**src/rtl/vga_key_overlay.sv**
```systemverilog
// VGA timing generator with a per-key highlight overlay for the piano display.
// Pixel coordinates go out to the background path; its BGR returns BG_LAT clocks later and is optionally replaced.
module vga_key_overlay #(
  parameter int H_ACTIVE    = 640,
  parameter int H_FP        = 16,
  parameter int H_SYNC      = 96,
  parameter int H_BP        = 48,
  parameter int V_ACTIVE    = 480,
  parameter int V_FP        = 10,
  parameter int V_SYNC      = 2,
  parameter int V_BP        = 33,
  parameter int N_KEYS      = 7,
  parameter int KEY_W       = 91,
  parameter int HOLD_FRAMES = 4,
  parameter int BG_LAT      = 2
) (
  input  logic              iVGA_CLK,
  input  logic              iRST_n,
  input  logic [N_KEYS-1:0] key_i,
  output logic [9:0]        pix_x,
  output logic [9:0]        pix_y,
  input  logic [23:0]       bg_bgr,
  output logic              oHS,
  output logic              oVS,
  output logic              oBLANK_n,
  output logic [7:0]        r_data,
  output logic [7:0]        g_data,
  output logic [7:0]        b_data,
  output logic              frame_tick
);

  localparam int H_TOTAL = H_ACTIVE + H_FP + H_SYNC + H_BP;
  localparam int V_TOTAL = V_ACTIVE + V_FP + V_SYNC + V_BP;
  localparam int LAST    = BG_LAT - 1;

  localparam logic [9:0] H_LAST   = 10'(H_TOTAL - 1);
  localparam logic [9:0] V_LAST   = 10'(V_TOTAL - 1);
  localparam logic [9:0] H_ACT    = 10'(H_ACTIVE);
  localparam logic [9:0] V_ACT    = 10'(V_ACTIVE);
  localparam logic [9:0] HS_BEG   = 10'(H_ACTIVE + H_FP);
  localparam logic [9:0] HS_END   = 10'(H_ACTIVE + H_FP + H_SYNC - 1);
  localparam logic [9:0] VS_BEG   = 10'(V_ACTIVE + V_FP);
  localparam logic [9:0] VS_END   = 10'(V_ACTIVE + V_FP + V_SYNC - 1);
  localparam logic [9:0] V_TICK   = 10'(V_ACTIVE - 1);
  localparam logic [9:0] COL_LAST = 10'(KEY_W - 1);
  localparam logic [3:0] KEY_NONE = 4'(N_KEYS);
  localparam logic [3:0] HOLD_MAX = 4'(HOLD_FRAMES);

  logic [9:0] hcnt, vcnt, col_cnt;
  logic [3:0] key_idx;
  logic       act_p0, hs_p0, vs_p0, hit_p0;
  logic [2:0] key_p0;
  logic       act_pipe [BG_LAT];
  logic       hs_pipe  [BG_LAT];
  logic       vs_pipe  [BG_LAT];
  logic       hit_pipe [BG_LAT];
  logic [2:0] key_pipe [BG_LAT];
  logic [3:0] hold [N_KEYS];
  logic [7:0] lit_ext;

  function automatic logic [7:0] key_red(input logic [2:0] k);
    return 8'hFF - {k, 5'b0};
  endfunction

  function automatic logic [7:0] key_blue(input logic [2:0] k);
    return {k, 5'b0};
  endfunction

  // key_idx tracks hcnt / KEY_W with a running column counter and saturates at "no key"
  always_ff @(posedge iVGA_CLK or negedge iRST_n) begin
    if (!iRST_n) begin
      hcnt    <= '0;
      vcnt    <= '0;
      col_cnt <= '0;
      key_idx <= '0;
    end else if (hcnt == H_LAST) begin
      hcnt    <= '0;
      col_cnt <= '0;
      key_idx <= '0;
      vcnt    <= (vcnt == V_LAST) ? 10'd0 : vcnt + 10'd1;
    end else begin
      hcnt <= hcnt + 10'd1;
      if (col_cnt == COL_LAST) begin
        col_cnt <= '0;
        if (key_idx != KEY_NONE) key_idx <= key_idx + 4'd1;
      end else begin
        col_cnt <= col_cnt + 10'd1;
      end
    end
  end

  assign frame_tick = (hcnt == H_LAST) && (vcnt == V_TICK);

  always_ff @(posedge iVGA_CLK or negedge iRST_n) begin
    if (!iRST_n) begin
      for (int k = 0; k < N_KEYS; k++) hold[k] <= '0;
    end else if (frame_tick) begin
      for (int k = 0; k < N_KEYS; k++) begin
        if (key_i[k])             hold[k] <= HOLD_MAX;
        else if (hold[k] != 4'd0) hold[k] <= hold[k] - 4'd1;
      end
    end
  end

  always_comb begin
    lit_ext = '0;
    for (int k = 0; k < N_KEYS; k++) lit_ext[k] = (hold[k] != 4'd0);
  end

  // ---- stage 0: registered pixel address and raw timing
  always_ff @(posedge iVGA_CLK or negedge iRST_n) begin
    if (!iRST_n) begin
      pix_x  <= '0;
      pix_y  <= '0;
      act_p0 <= 1'b0;
      hs_p0  <= 1'b1;
      vs_p0  <= 1'b1;
      hit_p0 <= 1'b0;
      key_p0 <= '0;
    end else begin
      pix_x  <= hcnt;
      pix_y  <= vcnt;
      act_p0 <= (hcnt < H_ACT) && (vcnt < V_ACT);
      hs_p0  <= !((hcnt >= HS_BEG) && (hcnt <= HS_END));
      vs_p0  <= !((vcnt >= VS_BEG) && (vcnt <= VS_END));
      hit_p0 <= key_idx < KEY_NONE;
      key_p0 <= key_idx[2:0];
    end
  end

  // ---- stages 1..BG_LAT: wait for the background pixel
  always_ff @(posedge iVGA_CLK or negedge iRST_n) begin
    if (!iRST_n) begin
      for (int i = 0; i < BG_LAT; i++) begin
        act_pipe[i] <= 1'b0;
        hs_pipe[i]  <= 1'b1;
        vs_pipe[i]  <= 1'b1;
        hit_pipe[i] <= 1'b0;
        key_pipe[i] <= '0;
      end
    end else begin
      act_pipe[0] <= act_p0;
      hs_pipe[0]  <= hs_p0;
      vs_pipe[0]  <= vs_p0;
      hit_pipe[0] <= hit_p0;
      key_pipe[0] <= key_p0;
      for (int i = 1; i < BG_LAT; i++) begin
        act_pipe[i] <= act_pipe[i-1];
        hs_pipe[i]  <= hs_pipe[i-1];
        vs_pipe[i]  <= vs_pipe[i-1];
        hit_pipe[i] <= hit_pipe[i-1];
        key_pipe[i] <= key_pipe[i-1];
      end
    end
  end

  // ---- output stage: colour select, sync aligned with colour
  always_ff @(posedge iVGA_CLK or negedge iRST_n) begin
    if (!iRST_n) begin
      oHS      <= 1'b1;
      oVS      <= 1'b1;
      oBLANK_n <= 1'b0;
      r_data   <= '0;
      g_data   <= '0;
      b_data   <= '0;
    end else begin
      oHS      <= hs_pipe[LAST];
      oVS      <= vs_pipe[LAST];
      oBLANK_n <= act_pipe[LAST];
      if (!act_pipe[LAST]) begin
        r_data <= '0;
        g_data <= '0;
        b_data <= '0;
      end else if (hit_pipe[LAST] && lit_ext[key_pipe[LAST]]) begin
        r_data <= key_red(key_pipe[LAST]);
        g_data <= 8'h00;
        b_data <= key_blue(key_pipe[LAST]);
      end else begin
        {b_data, g_data, r_data} <= bg_bgr;
      end
    end
  end

endmodule

```
**config.mk**
```make
export PLATFORM = sky130hd
export DESIGN_NAME = vga_key_overlay
export DESIGN_NICKNAME = d
export VERILOG_FILES = /design/src/rtl/vga_key_overlay.sv
export SDC_FILE = /design/constraint.sdc
export NUM_CORES = 1
export LEC_CHECK = 0
export ABC_CLOCK_PERIOD_IN_PS = 4560
export CAP_MARGIN = 20
export CELL_PAD_IN_SITES_DETAIL_PLACEMENT = 0
export CELL_PAD_IN_SITES_GLOBAL_PLACEMENT = 1
export CORE_ASPECT_RATIO = 0.7
export CORE_MARGIN = 5
export CORE_UTILIZATION = 35
export CTS_CLUSTER_DIAMETER = 80
export DETAILED_ROUTE_END_ITERATION = 10
export PLACE_DENSITY = 0.79
export REMOVE_ABC_BUFFERS = 1
export SLEW_MARGIN = 25
export SYNTH_ARGS = -nofsm -noshare
export SYNTH_HDL_FRONTEND = slang
export SYNTH_SLANG_ARGS = --single-unit
```
**constraint.sdc**
```tcl
create_clock -name iVGA_CLK -period 4.56 [get_ports iVGA_CLK]
set_input_delay 0.456 -clock iVGA_CLK [delete_from_list [all_inputs] [get_ports iVGA_CLK]]
set_output_delay 0.456 -clock iVGA_CLK [all_outputs]
set_load 0.1 [all_outputs]
```
==> impl_metrics.csv, run 1 <==
group,metric,value,unit
yosys,yosysSeqAreaShare,57.9,%
cts,cts_buffers,17,
pwr,powerDensity,370,nW/um2
layout,drive_above_1_share,11.5,%
routing,routed_via_density,5.02,
floorplan,chipHeight,116,um
cts,cts_tree,"built",
pwr,power_frac_clock,53.8,%
floorplan,start_util,36.0,%
routing,dr.pass1.iters,4,
critical_path,r2r.worst_path.cells,7,
floorplan,rows,38,
pwr,peakVddDrop,0.000257,V
yosys,synthesis.area,5640,um2
placed_design,portBuffers,80,
critical_path,crit_path_end_kind,"output port",
layout,num_antenna_cells,0,
cts,cts_resized,0,
pwr,leakage,3.10,nW
sta,rsz0062_at_grt,"false",
routing,wl_met3,474,um
pwr,combinationalPowerShare,2.8,%
global_routing,grt_pass1_vias,4050,
routing,wl_per_cell,15.3,um
routing,drc_errors,0,
critical_path,rr_endpoint,"b_data[5]",
placed_design,dp.cells,761,
floorplan,core,15600,um2
global_routing,grt_first_pass_wirelength,20600,um
cts,worstSkewPairLatency,0.41,ns
yosys,yosysUniqueCellTypes,50,
yosys,syn_avg_cell_area,11.4,um2
placed_design,gp_congestion,0.770,
pwr,power.switching,0.558,mW
sta,finalMaxSlewViolations,0,
layout,synthToLayoutAreaGrowth,28.5,%
routing,routedLengthMet1,6010,um
cts,post_cts_buffers,0,
layout,fin_nets,627,
critical_path,path_max_fanout,34,
layout,layout.cells.non_filler,793,
floorplan,die-area,18800,um2
routing,wl,12100,um
global_routing,track_usage,13.7,%
critical_path,cp_slowest_cell,"or2_1",
yosys,ys_ff_latch,130,
critical_path,cp_cell_sequence,"ha_1 -> and3_1 -> nand4_2 -> buf_4 -> or2_1 -> inv_1 -> buf_4",
run,drv_cap,0,
critical_path,start_kind,"flip-flop",
critical_path,cp_data_arrival_time,2.76,ns
cts,clockBufferDepth,2,
sta,fin_skew,0.0120,ns
pwr,p_int,2.12,mW
yosys,async_reset_ff_share,100,%
floorplan,die_width,162,um
pwr,seq_power_share,43.4,%
cts,clk_pin_slew,0.06,ns
routing,dr_wl_met2,5490,um
sta,setup_tns,0,ns
cts,cts_sinks,130,
outcome,status,"finished, final reports clean",
routing,final_antenna_net_count,0,
placed_design,hpwlAfterDp,8210,um
critical_path,worst-setup-path-type,"flip-flop to output port",
critical_path,cpMostUsedCell,"buf_4",
sta,period_share,70.4,%
sta,tightest_slew,0.999,ns
cts,hold_buffers,0,
yosys,synth-edff-count,0,
routing,num_vias,3981,
yosys,ys.warnings.count,0,
cts,ctsHtreeMaxLevel,4,
layout,final_core_util,46.3,%
critical_path,required,4.10,ns
cts,clock-root-buffer,"clkbuf_16",
global_routing,grt_max_degree,60,
pwr,swShare,20.8,%
sta,hold_violations,0,
routing,drt_iter0_markers,259,
critical_path,slowest_delay,0.65,ns
placed_design,pre_cts_ws,1.78,ns
worst_hold_path,min_path_type,"input port to async pin",
floorplan,num_io_pins,81,
global_routing,grt_overflow,0,
sta,setup_ws,1.35,ns
sta,setup_viol,0,
sta,max_slew_margin,33.2,%
global_routing,antenna_found_initial,0,
critical_path,r2r-start,"hold[16]",
routing,dr.max_layer_used,"met4",
yosys,synth-main-ff-cell,"dfrtp_1",
sta,max_freq,311,MHz
sta,fin_crit,3.21,ns
sta,hold_slack,0.104,ns
yosys,postSynthCellCount,493,
critical_path,rrSetupSlack,1.95,ns
-- stage by stage --
| step | total power [mW] | cell area, um2 |
|---|---|---|
| floorplan | 1.20 | 5530 |
| detailed placement | 1.26 | 6610 |
| finish | 2.68 | 7240 |
| global placement | 1.26 | 6610 |
| CTS | 2.71 | 7240 |
| global route | 2.77 | 7240 |
-- layout by cell type, fill, tap and decap left out, drive strengths merged, types with 8 or more instances in the layout --
master and n:
nand3b 10, or3 14, dfrtp 122, clkbuf 18
o31ai 16, inv 47, ha 14, o21ai 37
clkdlybuf4s50 78, dfstp 8, xnor2 12, nand3 17
o211ai 13, nor3 9, nor2 26, nand2 25
or4 11, nor3b 19
-- flip-flops by register name (all words and copies together), names as in the netlist, 6 cells and up --
name / cells
hold: 28
col_cnt: 10
hcnt: 10
pix_x: 10
pix_y: 10
vcnt: 10
b_data: 8
g_data: 8
r_data: 8
key_pipe: 6
-- worst max-delay path by stage --
stage | from | end | slack [ns] | depth (start not counted)
3_3_place_gp | hcnt[0] | frame_tick | 1.80 | 7
2_1_floorplan | hcnt[5] | frame_tick | 1.62 | 4
4_1_cts | hcnt[0] | frame_tick | 1.33 | 7
5_1_grt | hcnt[0] | frame_tick | 1.11 | 7
6_report | hcnt[0] | frame_tick | 1.35 | 7
3_5_place_dp | hcnt[0] | frame_tick | 1.78 | 7
-- cells by family after synthesis --
group / after synthesis / share of synthesized area [%]
simple gates: 168 / 19.2
flops: 130 / 57.9
compound gates: 95 / 10.8
buf+inv: 60 / 4.82
xor+xnor: 19 / 2.95
fa+ha+maj: 14 / 3.11
mux: 7 / 1.27
-- metal layers --
layer  vias up  global-route usage, %
met2        69                   21.2
met1      1975                   19.0
met3        13                   3.67
met5         -                      0
li1       1924                      -
met4         0                   4.45
-- synthesized netlist by cell type (all sizes together) (3+ instances only) --
master    n  area [um2]
a31oi     7        43.8
mux2i     6        60.1
nand2b    4        25.0
xnor2    12         105
nand3    17        85.1
nor2     26        97.6
inv      43         161
o21ai    37         185
o31ai    16         120
nand3b   10        75.1
nor3      9        45.0
or4      11        82.6
nor2b     5        31.3
nor4b     5        65.1
xor2      7        61.3
dfrtp   122        3050
nand4     7        50.1
and3      3        18.8
o21a      6        45.0
o211ai   13        97.6
nand2    25        93.8
clkbuf    5        18.8
and4      3        26.3
a21oi     7        35.0
ha       14         175
dfstp     8         210
or3      14        87.6
buf      12        91.3
nor3b    19         218
-- power groups by stage --
| stage | registers [mW] | clock network [mW] | logic [mW] |
|---|---|---|---|
| 3_5_place_dp | 1.18 | 0 | 0.0770 |
| 3_3_place_gp | 1.18 | 0 | 0.0748 |
| 5_1_grt | 1.16 | 1.52 | 0.0862 |
| 6_report | 1.16 | 1.44 | 0.0752 |
| 2_1_floorplan | 1.18 | 0 | 0.0181 |
| 4_1_cts | 1.16 | 1.47 | 0.0776 |
-- critical path, delay by kind of cell, from the launching register on --
family	cells	cell delay [ns]
buffers and inverters	3	0.68
adders and majority gates	1	0.25
DFF	1	0.43
and+or+nand+nor	3	0.98
-- area by class of cell --
cell class	count	area [um2]
Tap cell	200	250
Clock buffer	18	429
Clock inverter	14	203
Timing Repair Buffer	85	833
Sequential cell	130	3260
Fill cell	1388	8400
Multi-Input combinational cell	303	2100
Inverter	43	161
No activity file was read; power rests on OpenSTA's default activity.
==> run 2: changes to the inputs <==
ABC_CLOCK_PERIOD_IN_PS = 2800   (was 4560)
PLACE_DENSITY = 0.81   (was 0.79)
clock period = 2.8 ns   (was 4.56 ns; I/O delays follow)
==> impl_metrics.csv, run 2 (synthesized netlist as in run 1, its figures left out) <==
group,metric,value,unit
layout,final_common_cell,"dfrtp_1",
cts,cts_resized,0,
floorplan,chipHeight,116,um
critical_path,worst-setup-path-type,"flip-flop to output port",
routing,wl_per_cell,15.2,um
sta,period_share,85.2,%
layout,layout.cells.non_filler,795,
sta,fin_crit,2.39,ns
placed_design,dp.cells,762,
pwr,peakVddDrop,0.000339,V
layout,multiInputGateArea,2100,um2
floorplan,die_width,162,um
routing,routed_via_density,5.04,
placed_design,gp_congestion,0.778,
critical_path,crit_path_end_kind,"output port",
cts,cts_sinks,130,
worst_hold_path,min_path_type,"flip-flop to flip-flop",
floorplan,core,15600,um2
routing,final_antenna_net_count,0,
critical_path,cp_slowest_cell,"dfrtp_1",
sta,max_freq,419,MHz
sta,setup_tns,0,ns
floorplan,die-area,18800,um2
critical_path,start_kind,"flip-flop",
layout,regArea,3260,um2
layout,top_register,"hold",
critical_path,cp_data_arrival_time,2.11,ns
sta,rsz0062_at_grt,"false",
sta,fin_skew,0.0108,ns
critical_path,required,2.52,ns
routing,dr.pass1.iters,4,
global_routing,grt_max_degree,63,
floorplan,start_util,36.0,%
global_routing,grt_pass1_vias,4131,
sta,max_slew_margin,56.2,%
global_routing,busiest_layer,"met2",
layout,largest_reg_flops,28,
sta,setup_viol,0,
run,drv_cap,0,
routing,num_vias,4009,
global_routing,grt_first_pass_wirelength,20600,um
pwr,powerDensity,582,nW/um2
routing,wl,12100,um
routing,drc_errors,0,
critical_path,slowest_delay,0.44,ns
cts,cts_buffers,17,
layout,drive_above_1_share,19.5,%
cts,clock-root-buffer,"clkbuf_16",
global_routing,grt_overflow,0,
outcome,status,"finished, final reports clean",
floorplan,rows,38,
placed_design,portBuffers,80,
critical_path,path_max_fanout,7,
global_routing,track_usage,13.6,%
cts,cts_tree,"built",
global_routing,use_met3,3.77,%
sta,finalMaxSlewViolations,0,
sta,hold_violations,0,
floorplan,num_io_pins,81,
global_routing,grt_util_met1,18.8,%
cts,worstSkewPairLatency,0.42,ns
pwr,leakage,3.14,nW
critical_path,cp_cell_sequence,"ha_1 -> and4_1 -> nand4_2 -> or2_1 -> inv_1 -> buf_12",
layout,num_antenna_cells,0,
sta,tightest_slew,0.656,ns
routing,drt_iter0_markers,279,
layout,final_cell_mix,"dfrtp_1, buf_4, inv_1",
layout,synthToLayoutAreaGrowth,26.2,%
cts,clockBufferDepth,2,
layout,n_fill_cell,1421,
cts,clk_pin_slew,0.06,ns
layout,fin_nets,629,
cts,ctsHtreeMaxLevel,4,
placed_design,hpwlAfterDp,8160,um
global_routing,antenna_found_initial,0,
global_routing,met2_usage,21.0,%
## run 2: cell types whose count changed in the layout (fill, tap and decap cells not counted), moves of 3 or more
| cell | delta |
|---|---|
| buf_4 | +46 |
| bufinv_16 | -3 |
| clkbuf_8 | +3 |
| clkdlybuf4s50_1 | -47 |
| clkinvlp_4 | +3 |
## run 2: power breakdown
part / switching, mW / total, mW / internal [mW]
Combinational: 0.0616 / 0.125 / 0.0630
Sequential: 0.00518 / 1.89 / 1.89
Clock: 0.830 / 2.13 / 1.30
Total: 0.896 / 4.14 / 3.24
## run 2: routing by layer
metal  share of wire, %  up-vias
met5                  0        -
met4                1.2        0
met1                 48     1979
met3                4.4       13
li1                   -     1925
met2                 47       92
## run 2: worst max-delay path: cells and delay by family (launching register included)
family                     cells  cell delay [ns]
buffers and inverters          2             0.30
and+or+nand+nor                3             0.71
DFF                            1             0.44
adders and majority gates      1             0.24
## run 2: worst paths after layout
path	start	endpoint	slack (ns)	cells past startpoint
max	vcnt[0]	frame_tick	0.41	6
min	key_pipe[3]	key_pipe[0]	0.34	0
max reg2reg	hold[16]	b_data[5]	0.57	7
min reg2reg	key_pipe[3]	key_pipe[0]	0.34	0
max in group asynchronous	iRST_n	vs_pipe[1]	1.59	3
min in group asynchronous	iRST_n	hcnt[3]	0.37	2
## run 2: cell type report
class / count / share of cell area [%]
flip-flops and latches: 130 / 45.9
multi-input cells: 303 / 29.5
repair buffers: 87 / 10.7
clock buffers: 21 / 6.62
well taps: 200 / 3.52
inverters: 43 / 2.27
clock inverters: 11 / 1.48
## run 2: stage by stage
stage | power, mW | worst slack [ns] | util [%] | instance area [um2] | hold WS, ns
finish | 4.14 | 0.414 | 45.4 | 7110 | 0.343
global placement | 2.04 | 0.725 | 41.7 | 6520 | 0.269
CTS | 4.19 | 0.386 | 45.4 | 7110 | 0.347
global route | 4.31 | 0.250 | 45.4 | 7110 | 0.355
detailed placement | 2.05 | 0.574 | 41.7 | 6520 | 0.281
floorplan | 1.95 | 0.0400 | - | 5530 | -0.0156
## run 2: what timing repair did
item                                   in CTS  in global routing
buffers inserted                            0                  0
endpoints found under the hold margin      35                  0
hold buffers                                1                  0
